[src/rtl/decode_issue.sv]
// decode_issue: single-entry decode and issue stage.
//
// Decodes one 32-bit instruction per cycle, reads both source registers
// combinationally from the register file, checks a per-register busy
// scoreboard for hazards, and issues a registered payload to the ALU stage
// through a valid/ready handshake. Illegal encodings are consumed and
// flagged with a one-cycle pulse without disturbing the issue slot.
//
// Ports:
//   clk, reset             clock, asynchronous active-high reset
//   in_valid/in_ready      fetch handshake; in_inst/in_pc carry the instruction
//   rf_raddr1/2, rf_rdata1/2  same-cycle register file read port
//   wb_valid, wb_reg       writeback retire, clears the busy bit of wb_reg
//   out_valid/out_ready    issue handshake toward the ALU stage
//   alu_sel, d1, d2, wr_en, wr_reg, is_branch, br_target  registered payload
//   illegal                one-cycle pulse when an illegal instruction is consumed
//   stall_cnt              saturating count of cycles lost to hazards
module decode_issue #(
  parameter int unsigned STALL_W = 16
) (
  input  logic               clk,
  input  logic               reset,
  input  logic               in_valid,
  output logic               in_ready,
  input  logic [31:0]        in_inst,
  input  logic [31:0]        in_pc,
  output logic [3:0]         rf_raddr1,
  output logic [3:0]         rf_raddr2,
  input  logic [31:0]        rf_rdata1,
  input  logic [31:0]        rf_rdata2,
  input  logic               wb_valid,
  input  logic [3:0]         wb_reg,
  output logic               out_valid,
  input  logic               out_ready,
  output logic [4:0]         alu_sel,
  output logic [31:0]        d1,
  output logic [31:0]        d2,
  output logic               wr_en,
  output logic [3:0]         wr_reg,
  output logic               is_branch,
  output logic [31:0]        br_target,
  output logic               illegal,
  output logic [STALL_W-1:0] stall_cnt
);

  localparam logic [3:0] TypeAluR   = 4'b0000;
  localparam logic [3:0] TypeAluI   = 4'b1000;
  localparam logic [3:0] TypeCmpR   = 4'b0010;
  localparam logic [3:0] TypeCmpI   = 4'b1010;
  localparam logic [3:0] TypeBranch = 4'b0110;

  // Bit n set means fn == n is legal for that type class.
  localparam logic [15:0] AluFnMask = 16'h7873;  // 0,1,4,5,6,11,12,13,14
  localparam logic [15:0] CmpFnMask = 16'h0F0F;  // 0,1,2,3,8,9,10,11
  localparam logic [15:0] BrFnMask  = 16'hE0E0;  // 5,6,7,13,14,15

  // Instruction fields
  logic [3:0]  fn, typ, rd, rs1, rs2;
  logic [31:0] imm_sext;

  assign fn       = in_inst[31:28];
  assign typ      = in_inst[27:24];
  assign rd       = in_inst[23:20];
  assign rs1      = in_inst[19:16];
  assign rs2      = in_inst[15:12];
  assign imm_sext = {{16{in_inst[15]}}, in_inst[15:0]};

  assign rf_raddr1 = rs1;
  assign rf_raddr2 = rs2;

  // Decode results
  logic        dec_legal;
  logic        dec_uses_rs2;
  logic        dec_writes;
  logic        dec_branch;
  logic [4:0]  dec_alu_sel;
  logic [31:0] dec_d2;
  logic [31:0] dec_target;

  always_comb begin
    dec_legal    = 1'b0;
    dec_uses_rs2 = 1'b0;
    dec_writes   = 1'b0;
    dec_branch   = 1'b0;
    dec_alu_sel  = {1'b1, fn};
    dec_d2       = 32'd0;
    dec_target   = 32'd0;
    case (typ)
      TypeAluR: begin
        dec_legal    = AluFnMask[fn];
        dec_uses_rs2 = 1'b1;
        dec_writes   = 1'b1;
        dec_alu_sel  = {1'b0, fn};
        dec_d2       = rf_rdata2;
      end
      TypeAluI: begin
        dec_legal   = AluFnMask[fn];
        dec_writes  = 1'b1;
        dec_alu_sel = {1'b0, fn};
        dec_d2      = imm_sext;
      end
      TypeCmpR: begin
        dec_legal    = CmpFnMask[fn];
        dec_uses_rs2 = 1'b1;
        dec_writes   = 1'b1;
        dec_d2       = rf_rdata2;
      end
      TypeCmpI: begin
        dec_legal  = CmpFnMask[fn];
        dec_writes = 1'b1;
        dec_d2     = imm_sext;
      end
      TypeBranch: begin
        dec_legal  = BrFnMask[fn];
        dec_branch = 1'b1;
        // Word offset relative to the next sequential pc, wraps mod 2^32.
        dec_target = in_pc + 32'd4 + {imm_sext[29:0], 2'b00};
      end
      default: ;
    endcase
  end

  // State
  logic [15:0]        busy_q, busy_d;
  logic               out_valid_q, out_valid_d;
  logic               illegal_q, illegal_d;
  logic [STALL_W-1:0] stall_cnt_q, stall_cnt_d;
  logic [4:0]         alu_sel_q;
  logic [31:0]        d1_q, d2_q, br_target_q;
  logic               wr_en_q, is_branch_q;
  logic [3:0]         wr_reg_q;

  // Hazards look at pre-edge busy bits only: a writeback retiring this cycle
  // still blocks. Illegal instructions are never held back.
  logic hazard;
  logic accept;
  logic issue;

  assign hazard = dec_legal &&
                  (busy_q[rs1] ||
                   (dec_uses_rs2 && busy_q[rs2]) ||
                   (dec_writes && busy_q[rd]));

  assign in_ready = !hazard && (!out_valid_q || out_ready);
  assign accept   = in_valid && in_ready;
  assign issue    = accept && dec_legal;

  always_comb begin
    out_valid_d = out_valid_q;
    if (issue) begin
      out_valid_d = 1'b1;
    end else if (out_ready) begin
      out_valid_d = 1'b0;
    end
  end

  assign illegal_d = accept && !dec_legal;

  // Clear first so a same-cycle set of the same register wins.
  always_comb begin
    busy_d = busy_q;
    if (wb_valid) begin
      busy_d[wb_reg] = 1'b0;
    end
    if (issue && dec_writes) begin
      busy_d[rd] = 1'b1;
    end
  end

  always_comb begin
    stall_cnt_d = stall_cnt_q;
    if (in_valid && hazard && (stall_cnt_q != {STALL_W{1'b1}})) begin
      stall_cnt_d = stall_cnt_q + STALL_W'(1);
    end
  end

  always_ff @(posedge clk or posedge reset) begin
    if (reset) begin
      busy_q      <= '0;
      out_valid_q <= 1'b0;
      illegal_q   <= 1'b0;
      stall_cnt_q <= '0;
    end else begin
      busy_q      <= busy_d;
      out_valid_q <= out_valid_d;
      illegal_q   <= illegal_d;
      stall_cnt_q <= stall_cnt_d;
    end
  end

  // Payload only moves on a legal issue, so it holds under back-pressure.
  always_ff @(posedge clk or posedge reset) begin
    if (reset) begin
      alu_sel_q   <= '0;
      d1_q        <= '0;
      d2_q        <= '0;
      wr_en_q     <= 1'b0;
      wr_reg_q    <= '0;
      is_branch_q <= 1'b0;
      br_target_q <= '0;
    end else if (issue) begin
      alu_sel_q   <= dec_alu_sel;
      d1_q        <= rf_rdata1;
      d2_q        <= dec_d2;
      wr_en_q     <= dec_writes;
      wr_reg_q    <= dec_writes ? rd : 4'd0;
      is_branch_q <= dec_branch;
      br_target_q <= dec_target;
    end
  end

  assign out_valid = out_valid_q;
  assign illegal   = illegal_q;
  assign stall_cnt = stall_cnt_q;
  assign alu_sel   = alu_sel_q;
  assign d1        = d1_q;
  assign d2        = d2_q;
  assign wr_en     = wr_en_q;
  assign wr_reg    = wr_reg_q;
  assign is_branch = is_branch_q;
  assign br_target = br_target_q;

endmodule

[config.mk]
export PLATFORM = sky130hd
export DESIGN_NAME = decode_issue
export DESIGN_NICKNAME = d
export VERILOG_FILES = /design/src/rtl/decode_issue.sv
export SDC_FILE = /design/constraint.sdc
export NUM_CORES = 1
export LEC_CHECK = 0
export CAP_MARGIN = 15
export CORE_MARGIN = 10
export CORE_UTILIZATION = 47
export DETAILED_ROUTE_END_ITERATION = 8
export GPL_ROUTABILITY_DRIVEN = 0
export PLACE_DENSITY = 0.88
export SKIP_LAST_GASP = 1
export SYNTH_ARGS = -nofsm -noshare
export SYNTH_HDL_FRONTEND = slang
export SYNTH_SLANG_ARGS = --single-unit
[constraint.sdc]
create_clock -name clk -period 6 [get_ports clk]
set_input_delay 0.9 -clock clk [delete_from_list [all_inputs] [get_ports clk]]
set_output_delay 0.9 -clock clk [all_outputs]
set_load 0.05 [all_outputs]
### Yosys cells after proc, flatten, opt, wreduce, memory -nomap -nowiden

Memory sizes are Yosys's and may differ from the RTL's.
Cells that the tools add are included.

| word-level totals | value |
|---|---|
| ROM bits | 48 |
| input port bits | 137 |
| logic and storage cells | 82 |
| memories kept | 3 |
| register bits after elaboration | 141 |

Memory list:

| name | words | width | rd ports | clocked after memory_dff | wr ports | RTL line | source |
|---|---|---|---|---|---|---|---|
| (no name shown) | 16 | 1 | 1 | 0 | 0 | 114 | `dec_legal = BrFnMask[fn];` |
| (no name shown) | 16 | 1 | 1 | 0 | 0 | 109 | `dec_legal = CmpFnMask[fn];` |
| (no name shown) | 16 | 1 | 1 | 0 | 0 | 97 | `dec_legal = AluFnMask[fn];` |

| cells by class | value |
|---|---|
| reductions and logical operators | 25 |
| bitwise gates (word level) | 3 |
| magnitude comparators | 7 |
| muxes and demuxes | 25 |
| equal/unequal tests | 5 |
| add/subtract/negate cells | 3 |

Operators by type and width:

| operator | number |
|---|---|
| 32-bit case mux with 2 select lines | 1 |
| 32-bit by 3-bit adder with 32-bit output (second input constant) | 1 |
| 32-bit adder | 1 |
| 16-bit two-way mux | 2 |
| 32-bit two-way mux | 1 |
| 4-bit by 5-bit < comparator with 1-bit output (second input constant) | 5 |
| 16-bit by 1-bit adder with 16-bit output (second input constant) | 1 |
| 16-bit AND | 1 |
| 16-bit inequality test (second input constant) | 1 |
| 16-bit inverter | 1 |
| 16-bit OR | 1 |
| 1-bit two-way mux | 13 |
| 1-bit binary-select mux with 4-bit select | 3 |
| 1-bit logical AND | 12 |
| 1-bit demux with 4-bit select | 2 |
| 4-bit == test (second input constant) | 2 |
| 4-bit by 1-bit >= comparator with 1-bit output (second input constant) | 2 |
| 2-bit OR reduction | 4 |
| 5-bit two-way mux | 1 |
| 4-bit by 2-bit == test with 1-bit output (second input constant) | 1 |
| 4-bit by 3-bit == test with 1-bit output (second input constant) | 1 |
| 4-bit zero test | 1 |
| 4-bit two-way mux | 1 |
| 4-bit OR reduction | 1 |
| other kinds (4) | 8 |

### Logic depth before layout (Yosys ltp)

Gate-level depths: netlist (run 1).

| logic depth | value |
|---|---|
| depth after elaboration | 13 |
| mapped depth | 14 |

### Worst setup path after synthesis (run 1)

Ideal clock, no wire load.

| timing | value |
|---|---|
| path kind | input-to-output |
| start point | input port in_inst[21] |
| end point | output port in_ready |
| stages | 5 |
| arrival time | 3.571 ns |
| path slack | 1.529 ns |
| buffers on the path | 1 |
| path through | buf_2 > mux4_2 > mux4_2 > a221o_1 > a21boi_0 |

| between the ends | value |
|---|---|
| word-level cells in the longest chain between the ends | 7 |

Ends and longest elaborated chain:

| what | RTL line | source |
|---|---|---|
| from (decl) | 25 | `input logic [31:0] in_inst,` |
| 1-bit binary-select mux with 4-bit select | 142 | `(dec_writes && busy_q[rd]));` |
| 1-bit two-way mux (implied by the code) | 142 |  |
| 1-bit logical AND | 142 |  |
| 1-bit logical OR | 141 | `(dec_uses_rs2 && busy_q[rs2]) \|\|` |
| 1-bit logical AND | 139 | `assign hazard = dec_legal &&` |
| 1-bit zero test | 144 | `assign in_ready = !hazard && (!out_valid_q \|\| out_ready);` |
| 1-bit logical AND | 144 |  |
| to (decl) | 24 | `output logic in_ready,` |

Every way passes these cells. The select of a mux whose other input is x is not followed.

### Final worst setup path (run 1)

Ends and elaborated chain as after synthesis.

==> results of run 1 <==
[final timing paths]
kind | start | to | cells past startpoint
worst max-delay path | in_inst[21] | in_ready | 6
worst min-delay path | br_target[14] | br_target[14] | 2
worst max register to register | busy_q[7] | br_target[31] | 8
worst min register to register | br_target[14] | br_target[14] | 2
max in group asynchronous | reset | br_target[2] | 3
min in group asynchronous | reset | stall_cnt[6] | 2
[per-layer routing]
| metal | up-vias | share of wire (%) | global-route usage, % | wire [µm] |
|---|---|---|---|---|
| met4 | 0 | 2.7 | 9.20 | 723 |
| li1 | 3388 | - | - | - |
| met3 | 59 | 9.4 | 6.33 | 2520 |
| met5 | - | 0 | 0 | 0 |
| met1 | 3499 | 39 | 27.8 | 10400 |
| met2 | 353 | 49 | 38.6 | 13200 |
[report_power, final]
part,internal [mW],switching [mW]
combinational,0.460,0.744
sequential,1.07,0.0710
clock,0.595,0.441
total,2.12,1.26
[through the flow]
stage,util (%),power (mW),cells,setup slack (ns)
detailed placement,64.1,2.36,1250,0.910
global placement,64.1,2.33,1250,1.05
CTS,67.4,3.39,1281,0.904
floorplan,-,1.90,794,1.32
finish,67.4,3.38,1281,0.921
global route,67.4,3.51,1281,0.813
[worst register-to-register path: stages (launching register included)]
cell and delay, ns:
dfrtp_1 0.44, mux4_2 0.49, mux4_2 0.51, a221o_1 0.43
nand3b_4 0.44, buf_4 0.54, nor2_1 0.46, o2111ai_1 0.17
o311ai_1 0.12
[cell type report]
cell class | instances | area (µm²) | area share, %
clock buffers | 20 | 457 | 3.96
clock inverters | 11 | 111 | 0.965
repair buffers | 276 | 2740 | 23.8
multi-input cells | 591 | 4350 | 37.7
inverters | 17 | 68.8 | 0.596
well taps | 225 | 282 | 2.44
flip-flops and latches | 141 | 3530 | 30.6
[kinds of logic (layout without fill, tap and decap cells)]
logic type               Yosys count  after routing  synth area share (%)
AO/OA/AOI/OAI                    210            210                  16.0
XOR/XNOR                          36             36                  3.87
adder cells (fa/ha/maj)           59             59                  9.16
buffers and inverters             62            324                  3.30
flip-flops                       141            141                  43.3
multiplexers                      69             69                  11.2
AND/OR/NAND/NOR                  217            217                  13.2
[placed cells by master (no fill, tap or decap), types with 6 or more instances in the layout]
master           instances
clkdlybuf4s50_1        269
dfrtp_1                141
o21ai_0                 97
nand2_1                 97
ha_1                    58
mux2_2                  37
o31ai_1                 31
nor2_1                  24
a21oi_1                 23
nor2b_1                 22
nand3_1                 20
mux2i_1                 18
xnor2_1                 18
xor2_1                  18
clkbuf_16               17
inv_1                   16
a21o_1                  15
mux4_2                  14
nand2b_1                10
and3_1                   8
a211oi_1                 6
o21a_1                   6
buf_4                    6
==> flow_metrics.tcl, run 1 <==
set metrics [dict create \
    outcome "completed" \
    synth_most_common_cell "dfrtp_1" \
    grt_overflow 0 \
    antenna_cells_inserted 0 \
    avg_wl_per_cell_um 21.0 \
    portBuffers 270 \
    clk_path_buf_depth 2 \
    global_route.usage.total_pct 23.1 \
    timing.max_slew.rel_slack_pct 37.7 \
    number_of_clock_sinks 141 \
    min_delay_path_class "flop to flop" \
    fp.dieW_um 152 \
    cp_max_fo 9 \
    ys_seq_elements 141 \
    drive_gt1_share_pct 9.19 \
    synthToLayoutAreaGrowth_pct 41.6 \
    hold_slack_ns 0.473 \
    count_of_yosys_warnings_during_synthesis 0 \
    critical_path_class "input port to output port" \
    die_area_um2 23000 \
    ys_top_cells_by_count "141 x dfrtp_1, 97 x nand2_1, 97 x o21ai_0, 58 x ha_1, 37 x mux2_2" \
    synthesis.area_per_instance_um2 10.3 \
    finalWorstPathRequiredPeriod_ns 5.08 \
    fillCellCount 1312 \
    max_cap_violations 0 \
    vias_in_the_first_global_route 7405 \
    final_cell_area_um2 11500 \
    design.core.area_um2 17100 \
    maximum_vdd_drop_v 0.000187 \
    post-cts-setup-buffers 0 \
    postSynthNetCount 990 \
    initial_utilization_pct 47.6 \
    drcViolationCount 0 \
    timing.critical_path.to_type "output port" \
    path_clk_slew_ns 0.06 \
    fmax_achieved_mhz 197 \
    finalSetupTns_ns 0 \
    tritoncts "built" \
    syn-cell-area_um2 8150 \
    synth-main-ff-cell "dfrtp_1" \
    element_type_at_the_critical_path_start "input port" \
    top_post_synthesis_cells_by_area "dfrtp_1 43%, ha_1 8.9%, o21ai_0 6.0%, mux2_2 5.1%, nand2_1 4.5%" \
    power.density_cell_area_nw_per_um2 293 \
    fp.dieH_um 152 \
    hpwlAfterDp_um 20200 \
    synth.largest_area_cell "dfrtp_1" \
    slew_violations 0 \
    rsz0062_at_grt "false" \
    nets 1240 \
    io_pins 271 \
    largest_net_degree_at_the_start_of_global_routing 99 \
    crit_buf_inv 2 \
    syn-instance-count 794 \
    clock-root-buffer "clkbuf_16" \
    worstSkewPairLatency_ns 0.42 \
    route.antenna.remaining_nets 0 \
    dr.pass1.iters 5 \
    post_detailed_placement_cell_area_um2 11000 \
    cp_slowest_cell "clkdlybuf4s50_1" \
    report.final.setup_viol 0 \
    number_of_antenna_violations_at_the_first_check_in_global_routing 0 \
    yosys.cell_types.count 60 \
    worst-endpoint-arrival_ns 4.18 \
    cts_htree_levels 4 \
    cp_top_family "buffers and inverters" \
    finClkSkew_ns 0.00743 \
    cts-buffers-inserted 17 \
    cts_resized 0 \
    route.vias.total 7299 \
    number_of_synthesized_flops_with_an_enable_pin 0 \
    hold_viol_final 0 \
    rows 48 \
    vias_per_cell 5.70 \
    grt_first_pass_wirelength_um 41200 \
    synth_seq_area_share_pct 43.3 \
    crit_required_ns 5.10 \
    route.final.wire_length_um 26800 \
    synth_top_area_share_pct 43.3 \
    cp_slowest_stage_delay_ns 0.87 \
    p_leak_nw 5.04 \
    setup.reg_to_reg.worst_slack_ns 2.28 \
    fraction_of_registers_with_async_set_reset_pct 100 \
    post-route-period-util_pct 84.6 \
    first_iter_violations 627 \
    worstMarginPinSlew_ns 0.934 \
    hold_bufs_inserted_after_cts 0 \
    path_cells "clkdlybuf4s50_1, mux4_2, mux4_2, a221o_1, a21boi_0, clkdlybuf4s50_1" \
]
(Power assumes the default switching activity.)
==> inputs of run 2 (changes only) <==
clock period = 4.71 ns   (was 6 ns; I/O delays follow)
==> flow_metrics.tcl, run 2 (synthesized netlist as in run 1, its figures left out) <==
set metrics [dict create \
    vias_per_cell 5.74 \
    hold_viol_final 0 \
    route.vias.total 7370 \
    hpwlAfterDp_um 20600 \
    fmax_achieved_mhz 239 \
    min_delay_path_depth 2 \
    worst-endpoint-arrival_ns 3.48 \
    route.final.wire_length_um 27200 \
    grt_use_met1_pct 27.5 \
    cts-buffers-inserted 17 \
    tritoncts "built" \
    nets 1242 \
    fp.dieW_um 152 \
    rows 48 \
    busiest_layer "met2" \
    fillCellCount 1303 \
    avg_wl_per_cell_um 21.2 \
    min_to "br_target[2]" \
    maximum_vdd_drop_v 0.000258 \
    reg2reg_to "br_target[19]" \
    clk_path_buf_depth 2 \
    worstMarginPinSlew_ns 1.10 \
    final_cell_area_um2 11600 \
    drcViolationCount 0 \
    cts_htree_levels 4 \
    synthToLayoutAreaGrowth_pct 42.5 \
    finClkSkew_ns 0.0149 \
    cts_resized 0 \
    timing.max_slew.rel_slack_pct 27.0 \
    vias_in_the_first_global_route 7441 \
    setup.reg_to_reg.worst_slack_ns 1.32 \
    worstReg2RegStart "busy_q[7]" \
    cp_max_fo 9 \
    number_of_clock_sinks 141 \
    power.density_cell_area_nw_per_um2 377 \
    grt_first_pass_wirelength_um 41400 \
    grtUsageMet3_pct 5.32 \
    finalWorstPathRequiredPeriod_ns 4.19 \
    fp.dieH_um 152 \
    route.antenna.remaining_nets 0 \
    portBuffers 270 \
    global_route.usage.total_pct 23.3 \
    post-route-period-util_pct 88.9 \
    slew_violations 0 \
    worstSkewPairLatency_ns 0.42 \
    die_area_um2 23000 \
    fin_total_pwr_mw 4.38 \
    min_delay_path_class "flop to flop" \
    report.final.setup_viol 0 \
    globalRouteMet2Util_pct 40.1 \
    timing.critical_path.to_type "output port" \
    drive_gt1_share_pct 9.63 \
    path_clk_slew_ns 0.06 \
    clock-root-buffer "clkbuf_16" \
    hold_bufs_inserted_after_cts 0 \
    largest_net_degree_at_the_start_of_global_routing 111 \
    crit_required_ns 4.00 \
    p_leak_nw 5.09 \
    most_frequent_standard_cell_in_the_layout_excluding_fill_and_tap_cells "clkdlybuf4s50_1" \
    rsz0062_at_grt "false" \
    post-cts-setup-buffers 0 \
    element_type_at_the_critical_path_start "input port" \
    io_pins 271 \
    final_core_utilization_pct 67.8 \
    r2r_cells 8 \
    register_area_um2 3530 \
    number_of_antenna_violations_at_the_first_check_in_global_routing 1 \
    initial_utilization_pct 47.6 \
    max_cap_violations 0 \
    final_cell_mix "268 x clkdlybuf4s50_1, 141 x dfrtp_1, 97 x o21ai_0, 97 x nand2_1, 58 x ha_1" \
    hp-start "br_target[2]" \
    outcome "completed" \
    critical_path_class "input port to output port" \
    first_iter_violations 596 \
    finalSetupTns_ns 0 \
    design.core.area_um2 17100 \
    post_detailed_placement_cell_area_um2 11000 \
    grt_overflow 0 \
    dr.pass1.iters 7 \
    area_of_the_multi_input_gates_um2 4350 \
]
-- run 2: power breakdown --
part	leakage, nW	switching [mW]	internal [mW]
sequential	1.87	0.0898	1.36
combinational	2.93	0.954	0.591
clock	0.295	0.585	0.799
total	5.09	1.63	2.75
-- run 2: worst max-delay path, stage by stage --
cell	delay [ns]
clkdlybuf4s50_1	0.70
mux4_2	0.59
mux4_2	0.50
a221o_1	0.43
a21boi_0	0.35
buf_12	0.19
-- run 2: layout make-up --
type                       instances  area share (%)
antenna                            1          0.0216
clock buffer                      17            3.66
clock inverter                    15            1.49
inverter                          17           0.593
multi-input combinational        591            37.5
sequential                       141            30.4
tap                              225            2.43
timing repair buffer             278            24.0
-- run 2: per-stage QoR --
| step | setup WS (ns) | hold WS (ns) | instances |
|---|---|---|---|
| 3_3_place_gp | 0.557 | 0.454 | 1252 |
| 6_report | 0.522 | 0.473 | 1285 |
| 5_1_grt | 0.418 | 0.491 | 1285 |
| 3_5_place_dp | 0.370 | 0.460 | 1252 |
| 2_1_floorplan | 0.222 | 0.496 | 794 |
| 4_1_cts | 0.522 | 0.474 | 1284 |
-- run 2: per-layer routing --
| layer | wire length (µm) | part of all wire [%] |
|---|---|---|
| met1 | 10500 | 39 |
| met2 | 13900 | 51 |
| met3 | 2100 | 7.7 |
| met4 | 741 | 2.7 |
| met5 | 0 | 0 |
-- run 2: worst max path at each step --
stage                start  cells past startpoint       endpoint
2_1_floorplan        reset                      1     alu_sel[0]
3_3_place_gp   in_inst[21]                      9  br_target[19]
3_5_place_dp   in_inst[21]                      9  br_target[19]
4_1_cts        in_inst[21]                      6       in_ready
5_1_grt        in_inst[21]                      6       in_ready
6_report       in_inst[21]                      6       in_ready
